### config.mk
export PLATFORM = sky130hd
export DESIGN_NAME = pipe_hazard_ctrl
export DESIGN_NICKNAME = d
export VERILOG_FILES = /design/src/rtl/pipe_hazard_ctrl.sv
export SDC_FILE = /design/constraint.sdc
export NUM_CORES = 1
export LEC_CHECK = 0
export ABC_AREA = 1
export CORE_ASPECT_RATIO = 0.9
export CORE_MARGIN = 1.5
export CORE_UTILIZATION = 40
export CTS_BUF_LIST = sky130_fd_sc_hd__clkbuf_8
export DETAILED_ROUTE_END_ITERATION = 6
export PLACE_DENSITY = 0.71
export SLEW_MARGIN = 20
export SYNTH_ARGS = -nofsm -noshare
export SYNTH_HDL_FRONTEND = slang
export SYNTH_SLANG_ARGS = --single-unit
### constraint.sdc
create_clock -name Clk -period 3.7 [get_ports Clk]
set_input_delay 0.555 -clock Clk [delete_from_list [all_inputs] [get_ports Clk]]
set_output_delay 0.555 -clock Clk [all_outputs]
set_load 0.02 [all_outputs]
### src/rtl/pipe_hazard_ctrl.sv
// pipe_hazard_ctrl
//   Central stall/flush controller for the 5-stage pipeline. It drives the
//   enable and clear inputs of the IF/ID, ID/EX, EX/MEM and MEM/WB pipeline
//   registers and the PC write enable. It resolves three situations:
//   load-use hazards, taken-branch flushes resolved in EX, and the
//   multi-cycle occupancy of EX by mult/div. A saturating counter records
//   how many cycles the PC was frozen.
//
// Parameters
//   MULT_CYCLES  total EX cycles a multiply occupies (>=2)
//   DIV_CYCLES   total EX cycles a divide occupies (>=2)
//   CNT_W        width of the stall_cycles counter
//
// Ports
//   Clk            pipeline clock, rising edge
//   Rst_n          asynchronous reset, active-low
//   id_rs, id_rt   source registers of the instruction in ID
//   id_use_rs/rt   ID instruction actually reads rs / rt
//   ex_memread     instruction in EX is a load
//   ex_rd          destination register of the instruction in EX
//   ex_branch_tk   branch/jump in EX resolved taken
//   ex_md_start    instruction in EX is mult/div
//   ex_md_op       0 = mult, 1 = div
//   pc_en          PC write enable
//   ifid_en/flush  IF/ID enable / clear
//   idex_en/flush  ID/EX enable / clear
//   exmem_en/flush EX/MEM enable / clear
//   memwb_en       MEM/WB enable
//   md_busy        mult/div sequencer is in BUSY
//   md_done        one-cycle pulse on the last mult/div cycle
//   stall_cycles   number of cycles with pc_en low, saturating
module pipe_hazard_ctrl #(
  parameter int MULT_CYCLES = 4,
  parameter int DIV_CYCLES  = 16,
  parameter int CNT_W       = 32
) (
  input  logic             Clk,
  input  logic             Rst_n,
  input  logic [4:0]       id_rs,
  input  logic [4:0]       id_rt,
  input  logic             id_use_rs,
  input  logic             id_use_rt,
  input  logic             ex_memread,
  input  logic [4:0]       ex_rd,
  input  logic             ex_branch_tk,
  input  logic             ex_md_start,
  input  logic             ex_md_op,
  output logic             pc_en,
  output logic             ifid_en,
  output logic             ifid_flush,
  output logic             idex_en,
  output logic             idex_flush,
  output logic             exmem_en,
  output logic             exmem_flush,
  output logic             memwb_en,
  output logic             md_busy,
  output logic             md_done,
  output logic [CNT_W-1:0] stall_cycles
);

  localparam int MAX_CYCLES = (MULT_CYCLES > DIV_CYCLES) ? MULT_CYCLES : DIV_CYCLES;
  localparam int MD_W       = (MAX_CYCLES > 2) ? $clog2(MAX_CYCLES) : 1;

  typedef enum logic {IDLE, BUSY} state_t;

  state_t            state_reg, state_next;
  logic [MD_W-1:0]   md_cnt_reg, md_cnt_next;
  logic [CNT_W-1:0]  stall_cycles_reg;
  logic              md_stall;
  logic              md_last;
  logic              load_use;

  // The counter is preloaded with N-2 so that the start cycle plus N-2
  // counting cycles give N-1 frozen cycles, and the zero cycle is the done cycle.
  always_ff @(posedge Clk or negedge Rst_n) begin
    if (!Rst_n) begin
      state_reg  <= IDLE;
      md_cnt_reg <= '0;
    end else begin
      state_reg  <= state_next;
      md_cnt_reg <= md_cnt_next;
    end
  end

  always_comb begin
    state_next  = state_reg;
    md_cnt_next = md_cnt_reg;
    md_stall    = 1'b0;
    md_last     = 1'b0;
    case (state_reg)
      IDLE: begin
        if (ex_md_start) begin
          state_next  = BUSY;
          md_cnt_next = ex_md_op ? MD_W'(DIV_CYCLES - 2) : MD_W'(MULT_CYCLES - 2);
          md_stall    = 1'b1;
        end
      end
      BUSY: begin
        if (md_cnt_reg != '0) begin
          md_cnt_next = md_cnt_reg - 1'b1;
          md_stall    = 1'b1;
        end else begin
          md_last    = 1'b1;
          state_next = IDLE;
        end
      end
      default: state_next = IDLE;
    endcase
  end

  assign load_use = ex_memread && (ex_rd != 5'd0) &&
                    ((id_use_rs && (id_rs == ex_rd)) || (id_use_rt && (id_rt == ex_rd)));

  // Pipeline control. While reset is held every register is cleared.
  // A taken branch beats load-use because the ID instruction is squashed anyway.
  always_comb begin
    pc_en       = 1'b1;
    ifid_en     = 1'b1;
    ifid_flush  = 1'b0;
    idex_en     = 1'b1;
    idex_flush  = 1'b0;
    exmem_en    = 1'b1;
    exmem_flush = 1'b0;
    memwb_en    = 1'b1;
    if (!Rst_n) begin
      pc_en       = 1'b0;
      ifid_en     = 1'b0;
      ifid_flush  = 1'b1;
      idex_en     = 1'b0;
      idex_flush  = 1'b1;
      exmem_en    = 1'b0;
      exmem_flush = 1'b1;
      memwb_en    = 1'b0;
    end else if (md_stall) begin
      // Hold IF/ID/EX in place and feed a bubble into MEM.
      pc_en       = 1'b0;
      ifid_en     = 1'b0;
      idex_en     = 1'b0;
      exmem_flush = 1'b1;
    end else if (ex_branch_tk) begin
      ifid_flush = 1'b1;
      idex_flush = 1'b1;
    end else if (load_use) begin
      pc_en      = 1'b0;
      ifid_en    = 1'b0;
      idex_flush = 1'b1;
    end
  end

  assign md_busy = Rst_n && (state_reg == BUSY);
  assign md_done = Rst_n && md_last;

  always_ff @(posedge Clk or negedge Rst_n) begin
    if (!Rst_n) begin
      stall_cycles_reg <= '0;
    end else if (!pc_en && (stall_cycles_reg != {CNT_W{1'b1}})) begin
      stall_cycles_reg <= stall_cycles_reg + 1'b1;
    end
  end

  assign stall_cycles = stall_cycles_reg;

endmodule

; After elaboration in Yosys (flattened, before gate mapping)
; Index checks and enable logic that the tools add are counted.
[totals]
ff_bits = 37
elab_cells = 48
output_inout_bits = 42
[classes]
reduce_logical = 12
bitwise_logic = 1
n_eq_ne = 5
n_mux = 25
n_addsub = 2
[op_table]
columns = op, count
row1 = $add A32 B1 Y32 const B, 1
row2 = $ne A32 B32 Y1 const B, 1
row3 = $mux W1, 20
row4 = $mux W4, 3
row5 = $eq A5 B5 Y1, 2
row6 = $pmux W4 S2, 1
row7 = $logic_and A1 B1 Y1, 7
row8 = $reduce_bool A5 Y1, 1
row9 = $reduce_bool A4 Y1, 1
row10 = $sub A4 B1 Y4 const B, 1
row11 = $ne A2 B1 Y1 const B, 1
row12 = $ne A2 B2 Y1 const B, 1
row13 = $pmux W1 S2, 1
row14 = $reduce_and A2 Y1, 1
row15 = $logic_not A1 Y1, 1
row16 = $logic_or A1 B1 Y1, 1
row17 = $not A1 Y1, 1

; Depth between registers and ports, before layout
[logic_depth]
word_depth = 10
mapped_depth = 13

; Worst setup path after synthesis
; Ideal clock, no wire load.
[synth_timing]
path_type = register to output
startpoint = register md_cnt_reg[0]
endpoint = output pc_en
stages_incl_launch_ff = 13
required_time_ns = 3.145
arrival_ns = 2.024
n_path_buf = 2
setup_slack_ns = 1.121
path_cell_list = dfrtp_1 > inv_1 > ha_1 > nand3_1 > nand2_1 > nand2_1 > inv_1 > nand2_1 > inv_1 > nand2_2 > buf_2 > inv_1 > buf_4
[synth_between]
elab_chain_len = 5
[synth_rtl]
columns = element, line
row1 = "start, declared", 67  ; logic [MD_W-1:0] md_cnt_reg, md_cnt_next;
row2 = "start signal, assigned", 81  ; md_cnt_reg <= md_cnt_next;
row3 = $reduce_bool A4 Y1, 99  ; if (md_cnt_reg != '0) begin
row4 = $mux W1, 99
row5 = $pmux W1 S2, 90  ; case (state_reg)
row6 = net md_stall, 69  ; logic md_stall;
row7 = $mux W1 (2 in series), --
row8 = "end, declared", 48  ; output logic pc_en,
; The timed path passes the listed nets, and every way through them passes these cells.

; Worst setup path after layout
[layout_timing]
startpoint = register md_cnt_reg[0]
endpoint = output pc_en
[layout_between]
elab_chain_len = 5
[layout_rtl]
columns = element, line
row1 = $reduce_bool A4 Y1, 99
row2 = $mux W1, 99
row3 = $pmux W1 S2, 90
row4 = net md_stall, 69
row5 = $mux W1, 134  ; end else if (md_stall) begin
row6 = $mux W1, 125  ; if (!Rst_n) begin
; The timed path passes the listed nets, and every way through them passes these cells.

==> flow_summary.yaml <==
status:
  status: "completed"
sta:
  whs_ps: 175.8
  worst_slack_ps: 701.1
  max_freq_mhz: 333.5
  skew_ps: 3.490
  rsz0062_at_grt: "no"
  period_share_pct: 81.05
  slew_viol_final: 0
  finalSetupViolCount: 0
  fin_setup_tns_ps: 0
  fin_crit_ps: 2999
  relSlewSlack_pct: 61.34
  hold_viol: 0
  worst_slew_pin_slew_ps: 577.9
clock_tree:
  path_clk_slew_ps: 80
  post-cts-setup-buffers: 0
  cts.repair.resized: 0
  cts_root_buf: "clkbuf_8"
  cts_buffer_depth: 2
  cts_tree: "yes"
  clkLatencyLatePin_ps: 290
  holdBufCountCts: 0
  h-tree-depth: 2
  cts.sinks: 37
  cts_buffers: 5
final_layout:
  area_growth_pct: 29.97
  diodes: 0
  mostFrequentLayoutCell: "nand2_1"
  stdcell_count: 585
  nets: 520
  drive_above_1_share_pct: 4.040
  largest_reg_flops: 32
  fin_area_um2: 3548
  final_cell_mix: "184 x nand2_1, 63 x clkdlybuf4s50_1, 46 x nor2_1, 45 x nand3_1, 44 x inv_1"
  fillers: 678
yosys:
  syn_avg_cell_area_um2: 6.320
  netlist_instances: 432
  synth_area_leaders: "dfrtp_1 34%, nand2_1 25%, nand3_1 8.2%"
  yosys.area.top_type: "dfrtp_1"
  synth_top_area_share_pct: 33.91
  ys_ff_latch: 37
  synth_area_um2: 2730
  synth_top_family_by_area: "simple AND/OR/NAND/NOR gates"
  ys_seq_area_share_pct: 33.91
  synth_warnings: 0
  synthMuxAreaShare_pct: 0
  synth-compound-area-share_pct: 2.337
  synthAdderAreaFrac_pct: 1.375
  synth_cell_type_count: 26
  syn_nets: 458
  synth_xor_xnor_area_share_pct: 4.812
  synthSimpleGateAreaFrac_pct: 48.21
worst_setup_path:
  critical_path_required_ps: 3140
  timing.critical_path.mode_cell: "inv_1"
  path_class: "register to primary output"
  worstPathArrival_ps: 2440
  slowest_stage: "clkdlybuf4s50_1"
  r2r_slack_ps: 1130
  reg2reg_depth: 13
  cp-endpoint: "pc_en"
  cp-startpoint: "md_cnt_reg[0]$_DFFE_PN0P_"
  cp_slowest_stage_delay_ps: 600
  reg2reg_to: "stall_cycles[11]$_DFFE_PN0P_"
  worstPathCellList: "inv_1, ha_1, nand3_1, nand2_1, nand2_1, inv_1, nand2_1, inv_1, nand2_2, inv_1, clkdlybuf4s50_1"
  rr_startpoint: "md_cnt_reg[0]$_DFFE_PN0P_"
  cp-start-kind: "register"
  crit_path_end_kind: "primary output"
  path_max_fanout: 5
die:
  rows: 28
  start_util_pct: 41.45
  die-area_um2: 7331
  die_y_um: 81.38
  die_x_um: 90.09
  io_pins: 65
  core_area_um2: 6586
global_route:
  first_global_vias: 2529
  grt_first_pass_wirelength_mm: 11.99
  overflow: 0
  antenna_found_initial: 0
  grt_max_degree: 35
  grt_usage_pct: 20.39
placement:
  place_inst: 577
  port_buffers: 64
  dp_hpwl_mm: 5.567
  gp_congestion: 0.8998
  place_ws_ps: 833.9
  dpl-instance-area_um2: 3415
min_path:
  min_path_type: "primary input to async pin"
drt:
  ant_nets: 0
  avgRoutedWirePerCell_um: 12.38
  vias: 2839
  drtPass1Iterations: 4
  routed_wl_mm: 7.244
  drc: 0
  first_iter_violations: 132
  via_per_inst: 4.853
flow_run:
  maxCapViolCount: 0
power_and_ir_drop:
  peakVddDrop_v: 0.0001861
  power_density_nw_per_um2: 445.5
  p_leak_nw: 1.722
-- worst max-delay path: cells and delay by family, from the launching register on --
family | cells | cell delay, ps
and+or+nand+nor | 5 | 550
adders and majority gates | 1 | 160
DFF | 1 | 410
buffers and inverters | 5 | 1030
-- worst min path at each step --
stage / end / from / slack (ps)
final: stall_cycles[5]$_DFFE_PN0P_ / Rst_n / 180
after global routing: stall_cycles[5]$_DFFE_PN0P_ / Rst_n / 200
after CTS: stall_cycles[5]$_DFFE_PN0P_ / Rst_n / 190
after detailed placement: stall_cycles[5]$_DFFE_PN0P_ / Rst_n / 500
after global placement: stall_cycles[5]$_DFFE_PN0P_ / Rst_n / 500
after floorplan: md_cnt_reg[0]$_DFFE_PN0P_ / Rst_n / 260
-- synthesized netlist by cell type (all sizes together) --
master / number
a21oi: 2
a31o: 1
a31oi: 1
buf: 12
dfrtp: 37
ha: 3
inv: 45
nand2: 186
nand3: 47
nand3b: 9
nand4: 7
nor2: 47
nor3: 11
nor4: 2
o211ai: 1
o21ai: 5
o22ai: 1
xnor2: 4
xor2: 11
-- where the power goes --
group | internal [mW] | total, mW | switching (mW)
Sequential | 0.471 | 0.558 | 0.0872
Clock | 0.268 | 0.424 | 0.156
Combinational | 0.246 | 0.598 | 0.353
Total | 0.985 | 1.58 | 0.596
-- layout make-up --
class,count,area [µm²],area share (%)
Clock buffer,5,68.82,1.939
Timing Repair Buffer,67,658.1,18.55
Clock inverter,3,65.06,1.834
Multi-Input combinational cell,338,1549,43.65
Tap cell,90,112.6,3.173
Sequential cell,37,925.9,26.09
Inverter,45,168.9,4.760
-- kinds of logic (layout without fill, tap and decap cells) --
| kind of cell | count (synthesis) | in the layout |
|---|---|---|
| flip-flops | 37 | 37 |
| AO/OA/AOI/OAI | 11 | 11 |
| XOR/XNOR | 15 | 15 |
| adder cells (fa/ha/maj) | 3 | 3 |
| buffers and inverters | 57 | 120 |
| AND/OR/NAND/NOR | 309 | 309 |
-- per-stage QoR --
stage,total power [mW],utilization [%]
2_1_floorplan,0.9519,-
3_3_place_gp,1.151,51.84
3_5_place_dp,1.163,51.84
4_1_cts,1.587,53.88
5_1_grt,1.684,53.88
6_report,1.581,53.88
-- layer usage --
metal | up-vias | wire, µm | track usage [%]
li1 | 1477 | - | -
met1 | 1273 | 3579 | 27.19
met2 | 83 | 3170 | 34.55
met3 | 6 | 422 | 3.558
met4 | 0 | 71 | 5.079
met5 | - | 0 | 0
Power figures use the tool's default switching activity.
